==> src/rtl/bsg_fifo_1r1w_sync_prefetch.sv <==
// Ready/valid FIFO built on a 1-cycle-latency synchronous 1R1W memory.
// A 2-entry prefetch buffer hides the read latency, so the head is visible with v_o.

module bsg_mem_1r1w_sync #(
  parameter int width_p = 64,
  parameter int els_p = 50,
  parameter int read_write_same_addr_p = 0,
  parameter int addr_width_lp = (els_p > 1) ? $clog2(els_p) : 1
) (
  input  logic                     clk_i,
  input  logic                     reset_i,
  input  logic                     w_v_i,
  input  logic [addr_width_lp-1:0] w_addr_i,
  input  logic [width_p-1:0]       w_data_i,
  input  logic                     r_v_i,
  input  logic [addr_width_lp-1:0] r_addr_i,
  output logic [width_p-1:0]       r_data_o
);
  logic [width_p-1:0] mem_reg [els_p];

  // Array write kept free of reset so it maps onto block RAM.
  always_ff @(posedge clk_i) begin
    if (w_v_i) mem_reg[w_addr_i] <= w_data_i;
  end

  always_ff @(posedge clk_i) begin
    if (reset_i) r_data_o <= '0;
    else if (r_v_i) r_data_o <= mem_reg[r_addr_i];
  end

  always_ff @(posedge clk_i) begin
    if (!reset_i && w_v_i && r_v_i && read_write_same_addr_p == 0)
      assert (w_addr_i != r_addr_i);
  end
endmodule

module bsg_fifo_1r1w_sync_prefetch #(
  parameter int width_p = 64,
  parameter int els_p = 50,
  parameter int cap_lp = els_p + 2,
  parameter int ptr_width_lp = (els_p > 1) ? $clog2(els_p) : 1,
  parameter int count_width_lp = $clog2(cap_lp + 1)
) (
  input  logic                      clk_i,
  input  logic                      reset_i,
  input  logic                      v_i,
  input  logic [width_p-1:0]        data_i,
  output logic                      ready_o,
  output logic                      v_o,
  output logic [width_p-1:0]        data_o,
  input  logic                      yumi_i,
  output logic [count_width_lp-1:0] count_o
);
  localparam int mem_count_width_lp = $clog2(els_p + 1);
  localparam logic [mem_count_width_lp-1:0] mem_full_lp = mem_count_width_lp'(els_p);
  localparam logic [ptr_width_lp-1:0] ptr_last_lp = ptr_width_lp'(els_p - 1);

  logic [ptr_width_lp-1:0]       rptr_reg, rptr_next, wptr_reg, wptr_next;
  logic [mem_count_width_lp-1:0] mem_count_reg, mem_count_next;
  logic                          inflight_reg;
  logic [1:0]                    buf_count_reg, buf_count_next, buf_after_yumi;
  logic [width_p-1:0]            buf_reg [2];
  logic [width_p-1:0]            buf_next [2];
  logic [2:0]                    pending_after_yumi;
  logic                          enq, bypass, mem_w, rd_issue, push;
  logic [width_p-1:0]            push_data, r_data;

  assign ready_o = ~reset_i & (mem_count_reg != mem_full_lp);
  assign v_o     = (buf_count_reg != 2'd0);
  assign data_o  = buf_reg[0];
  assign count_o = count_width_lp'(mem_count_reg) + count_width_lp'(inflight_reg)
                 + count_width_lp'(buf_count_reg);

  assign enq                = v_i & ready_o;
  assign buf_after_yumi     = buf_count_reg - {1'b0, yumi_i};
  assign pending_after_yumi = {1'b0, buf_count_reg} + {2'b00, inflight_reg} - {2'b00, yumi_i};
  // Bypass only when nothing older sits in memory or in flight, preserving order.
  assign bypass   = enq & (mem_count_reg == '0) & ~inflight_reg & (buf_after_yumi < 2'd2);
  assign mem_w    = enq & ~bypass;
  assign rd_issue = (mem_count_reg != '0) & (pending_after_yumi < 3'd2);
  assign push     = bypass | inflight_reg;
  assign push_data = inflight_reg ? r_data : data_i;

  bsg_mem_1r1w_sync #(
    .width_p(width_p),
    .els_p(els_p),
    .read_write_same_addr_p(0),
    .addr_width_lp(ptr_width_lp)
  ) mem (
    .clk_i(clk_i),
    .reset_i(reset_i),
    .w_v_i(mem_w),
    .w_addr_i(wptr_reg),
    .w_data_i(data_i),
    .r_v_i(rd_issue),
    .r_addr_i(rptr_reg),
    .r_data_o(r_data)
  );

  always_comb begin
    wptr_next = wptr_reg;
    rptr_next = rptr_reg;
    mem_count_next = mem_count_reg;
    if (mem_w) wptr_next = (wptr_reg == ptr_last_lp) ? '0 : wptr_reg + 1'b1;
    if (rd_issue) rptr_next = (rptr_reg == ptr_last_lp) ? '0 : rptr_reg + 1'b1;
    if (mem_w && !rd_issue) mem_count_next = mem_count_reg + 1'b1;
    else if (!mem_w && rd_issue) mem_count_next = mem_count_reg - 1'b1;
  end

  // Pop shifts first; the push then lands at the first free slot.
  always_comb begin
    buf_next[0] = buf_reg[0];
    buf_next[1] = buf_reg[1];
    buf_count_next = buf_count_reg;
    if (yumi_i) begin
      buf_next[0] = buf_reg[1];
      buf_count_next = buf_count_next - 2'd1;
    end
    if (push) begin
      buf_next[buf_count_next[0]] = push_data;
      buf_count_next = buf_count_next + 2'd1;
    end
  end

  always_ff @(posedge clk_i) begin
    if (reset_i) begin
      rptr_reg      <= '0;
      wptr_reg      <= '0;
      mem_count_reg <= '0;
      inflight_reg  <= 1'b0;
      buf_count_reg <= 2'd0;
      for (int i = 0; i < 2; i++) buf_reg[i] <= '0;
    end else begin
      rptr_reg      <= rptr_next;
      wptr_reg      <= wptr_next;
      mem_count_reg <= mem_count_next;
      inflight_reg  <= rd_issue;
      buf_count_reg <= buf_count_next;
      for (int i = 0; i < 2; i++) buf_reg[i] <= buf_next[i];
    end
  end

  always_ff @(posedge clk_i) begin
    if (!reset_i) assert (!(yumi_i && !v_o));
  end
endmodule

==> config.mk <==
export PLATFORM = sky130hd
export DESIGN_NAME = bsg_fifo_1r1w_sync_prefetch
export DESIGN_NICKNAME = d
export VERILOG_FILES = /design/src/rtl/bsg_fifo_1r1w_sync_prefetch.sv
export SDC_FILE = /design/constraint.sdc
export NUM_CORES = 2
export LEC_CHECK = 0
export CAP_MARGIN = 40
export CORE_MARGIN = 2
export CORE_UTILIZATION = 50
export CTS_CLUSTER_SIZE = 12
export DETAILED_ROUTE_END_ITERATION = 10
export GPL_TIMING_DRIVEN = 0
export PLACE_DENSITY_LB_ADDON = 0.08
export SLEW_MARGIN = 25
export SYNTH_ARGS = -nofsm -noshare
export SYNTH_HDL_FRONTEND = slang
export SYNTH_HIERARCHICAL = 1
export SYNTH_SLANG_ARGS = --single-unit
==> constraint.sdc <==
create_clock -name clk_i -period 18.18 [get_ports clk_i]
set_clock_uncertainty 0.15 [all_clocks]
set_input_delay 1.818 -clock clk_i [delete_from_list [all_inputs] [get_ports clk_i]]
set_output_delay 1.818 -clock clk_i [all_outputs]
set_load 0.01 [all_outputs]
# Word level (Yosys, flattened, before mapping)
# Memories as Yosys holds them, arrays and structs flattened. A register that Yosys moved wholly into a read port is not among the register bits.
# Index checks and enable logic that the tools add are counted.
# Widths: inputs -> output; s select.
# op_classes
add_sub_neg	11
order_cmp	4
eq_ne	3
muxes	19
n_bitwise	14
n_reduce_logical	9
# ops
op	n
$mux 64	5
$bwmux 128	1
$mux 128	1
$demux 64 s1	1
$mux 6	4
$add 6x1->6 const B	3
$eq 6x6->1 const B	2
$and 1x1->1	7
$add 6x1->6	1
$add 6x2->6	1
$logic_not 6->1	1
$ne 6x6->1 const B	1
$reduce_bool 6->1	1
$sub 6x1->6 const B	1
$mux 1	5
$mux 2	2
$reduce_bool 2->1	2
$add 2x1->3	1
$logic_and 1x1->1	3
$lt 3x2->1 const B	1
$not 1->1	3
$or 1x1->1	3
$sub 3x1->3	1
$add 2x1->2 const B	1
7 further kinds	8
# totals
register_bits	21
mem_bits_rw	3328
inputBits	68
out_inout_bits	72
n_memories	2
# mem_list
name	depth	word_bits	rd	rd_ports_with_merged_regs	write_ports	line	rtl
mem.mem_reg	50	64	1	1	1	19	logic [width_p-1:0] mem_reg [els_p];
buf_reg	2	64	2	0	2	62	logic [width_p-1:0] buf_reg [2];

# Longest topological paths before layout
# logic_depth
ltp_word	12
ltp_mapped	15

# Hierarchy
# Netlist, hierarchy kept.
# by_module_without_submodules
mod	n_inst	cells_each	area_per_inst_um2	seq_area_each_um2
bsg_mem_1r1w_sync	1	5520	124395.6	97373.4
bsg_fifo_1r1w_sync_prefetch	1	875	8082.8	2982.9

# Worst setup path after synthesis
# OpenSTA, ideal clock, no wires.
# synth_path
kind	input to register
start	input port yumi_i
end	memory mem.mem_reg[16][0], enable pin
setup_time_ns	0.565
t_arrival_ns	7.841
required_ns	17.465
slack_ns	9.624
stages	8
path_cell_list	ha_1 > inv_1 > ha_1 > nor4_4 > nor3_1 > nor3b_1 > nand2_1 > nor3_1
# synth_via
elab_chain_cells	7
# synth_lines
item	line	rtl
start: declaration	51	input logic yumi_i,
$sub 2x1->2	75	assign buf_after_yumi = buf_count_reg - {1'b0, yumi_i};
$lt 2x2->1	78	assign bypass = enq & (mem_count_reg == '0) & ~inflight_reg & (buf_after_yumi < 2'd2);
$and 1x1->1	78	
$not 1->1	79	assign mem_w = enq & ~bypass;
$and 1x1->1	79	
via mem_w	65	logic enq, bypass, mem_w, rd_issue, push;
$mux 1	23	if (w_v_i) mem_reg[w_addr_i] <= w_data_i;
$mux 1 (not written as such)	23	
end: declaration	19	
# The timed path passes the listed nets, and every way through them passes these cells.

# Worst setup path in the final report
# layout_path
start	input port reset_i
end	output port ready_o
# layout_via
elab_chain_cells	2
# layout_lines
item	line	rtl
start: declaration	45	input logic reset_i,
$not 1->1	68	assign ready_o = ~reset_i & (mem_count_reg != mem_full_lp);
$and 1x1->1	68	
end: declaration	48	output logic ready_o,
# No other way between the ends.

==> impl_metrics.json <==
{
  "fill_cells": 18900,
  "critPathMostFrequentCell": "clkbuf_1",
  "final.min_clock_period_ns": 7.02,
  "grt-ovfl-total": 0,
  "ff2ff_setup_slack_ns": 11.46,
  "layout.nets": 7431,
  "initial_core_util_pct": 50.4,
  "p_leak_uw": 0.0502,
  "drtAntennaViolNets": 0,
  "post-route-drc-count": 0,
  "synthFlopType": "edfxtp_1",
  "clk_pin_slew_ns": 0.06,
  "syn_avg_cell_area_um2": 20.7,
  "antenna_found_initial": 26,
  "cts_tree": "yes",
  "yosys-top-cells-area": "edfxtp_1, mux4_2, dfxtp_1",
  "largest_reg_flops": 3200,
  "ys_ff_latch": 3413,
  "finalCritPeriodShare_pct": 38.6,
  "die_y_um": 519,
  "max_freq_ghz": 0.142,
  "cts_made_buffers": 360,
  "syn_area_um2": 132000,
  "netlist.area_leader.share_pct": 72.5,
  "synthAdderAreaFrac_pct": 0.193,
  "grt_max_degree": 52,
  "die_w_um": 519,
  "core_region_area_um2": 263000,
  "synth_fp_nets": 6481,
  "slew_viol_final": 0,
  "hold_class": "flip-flop to flip-flop",
  "layout_commonest_cell": "edfxtp_1",
  "yosys_warnings": 6,
  "finalPower_uw": 19000,
  "grt_usage_pct": 32.8,
  "portBuffers": 139,
  "drtIter0Drc": 11400,
  "peakVddDrop_mv": 0.103,
  "whs_ns": 0.331,
  "finalSetupViolations": 0,
  "ys_seq_area_share_pct": 75.8,
  "worstSkewPairLatency_ns": 0.93,
  "async_flop_share_pct": 0,
  "pwr_density_cell_nw_per_um2": 120,
  "drtPass1Iterations": 6,
  "synth_compound_area_share_pct": 2.84,
  "synth_top_family_by_area": "multiplexers",
  "clock_sinks": 3413,
  "synth_xor_xnor_area_share_pct": 0.0661,
  "root_buffer": "clkbuf_16",
  "endpoint_kind": "output pin",
  "grt_pass1_vias": 70700,
  "cp.required_ns": 16.21,
  "crit_arrival_ns": 5.05,
  "postCtsHoldBufs": 0,
  "die_area_um2": 269000,
  "vias": 73400,
  "post-synth-top-area-cell": "edfxtp_1",
  "syn2layout_area_growth_pct": 19.4,
  "post_cts_buffers": 0,
  "worst-setup-path-type": "input pin to output pin",
  "synth_cells": 6395,
  "synth_edf_count": 3200,
  "muxShareOfSynthArea_pct": 17.0,
  "rows": 188,
  "slowest_delay_ns": 0.93,
  "cp_max_fo": 10,
  "place_hpwl_mm": 317,
  "worst_pin_slew_ns": 1.06,
  "drive_above_1_share_pct": 29.1,
  "viasPerCell": 6.58,
  "hold_viol": 0,
  "grt_pass1_wl_mm": 599,
  "maxCapViolCount": 0,
  "cp-start-kind": "input pin",
  "synth_cell_types": 68,
  "htree_levels": 5,
  "place.gp.congestion": 0.908,
  "rsz0062_at_grt": "false",
  "drt_wl_total_mm": 444,
  "slew_headroom_pct": 29.3,
  "post_cts_resized": 0,
  "io_pins": 140,
  "path_cells": "clkdlybuf4s50_1 > clkbuf_1 > clkbuf_1 > clkbuf_1 > nor2_1 > clkdlybuf4s50_1",
  "wire_per_inst_um": 39.8,
  "final_cell_mix": "edfxtp_1, mux4_2, mux2i_1",
  "slowest_stage": "clkdlybuf4s50_1",
  "cts_buffer_depth": 4,
  "synth_simple_gate_area_share_pct": 2.23,
  "status": "finished, final reports clean"
}
-- area by class of cell --
type	count	area, um^2	share of cell area, %
sequential	3413	100000	63.4
multi-input combinational	2532	30000	19.0
timing repair buffer	588	10100	6.36
clock buffer	516	9860	6.23
tap	3515	4400	2.78
buffer	429	2550	1.61
clock inverter	116	836	0.528
inverter	21	78.8	0.0498
antenna	13	32.5	0.0206
-- per-layer routing --
layer	vias to the layer above	global-route usage, %	share of wire (%)
met5	-	0	0.044
met4	22	13.8	4.9
met3	945	9.02	12
met2	4815	49.4	45
met1	39200	45.3	38
li1	28400	-	-
-- power by group --
part	total [uW]	internal (uW)	switching, uW
clock network	6830	3840	3000
registers	8900	8770	133
logic	3230	1310	1920
total	19000	13900	5050
-- kinds of logic after synthesis --
kind of cell	count (synthesis)
fa+ha+maj	18
compound gates	526
buf+inv	450
simple gates	688
xor+xnor	10
mux	1290
flops	3413
-- worst max-delay path, delay by kind of cell --
kind | cells | cell delay, ns
and+or+nand+nor | 1 | 0.19
buffers and inverters | 5 | 3.01
-- cell usage after synthesis, drive strengths merged, types with 10 or more instances --
master,instances
clkbuf,147
dfxtp,213
nor2,331
o21ai,43
mux2i,401
edfxtp,3200
mux2,140
a221oi,14
ha,14
nand2,192
o221ai,15
nor3,14
o22ai,24
nand3,69
mux4,749
buf,282
a21boi,11
nand2b,10
a22oi,128
a311oi,24
inv,19
a21oi,97
a21o,10
nor2b,17
or3,10
a211oi,70
o2111a,13
o2111ai,22
a2111oi,16
-- worst paths after layout --
| check | start | to | cells past startpoint |
|---|---|---|---|
| max | reset_i | ready_o | 6 |
| min | flip-flop | flip-flop | 2 |
| min reg2reg | flip-flop | flip-flop | 2 |
| max reg2reg | inflight_reg | mem/r_data_o[10] | 15 |
-- through the flow --
stage	instance area (um^2)	TNS, ns	utilization [%]	std cells	setup slack (ns)
6_report	158000	0	60.2	11100	11.16
5_1_grt	158000	0	60.2	11100	11.10
4_1_cts	158000	0	60.1	11100	11.21
3_5_place_dp	147000	0	56.0	10500	10.76
3_3_place_gp	138000	-78.49	52.6	10000	-0.713
2_1_floorplan	132000	0	-	6395	9.62
(Power assumes the default switching activity.)
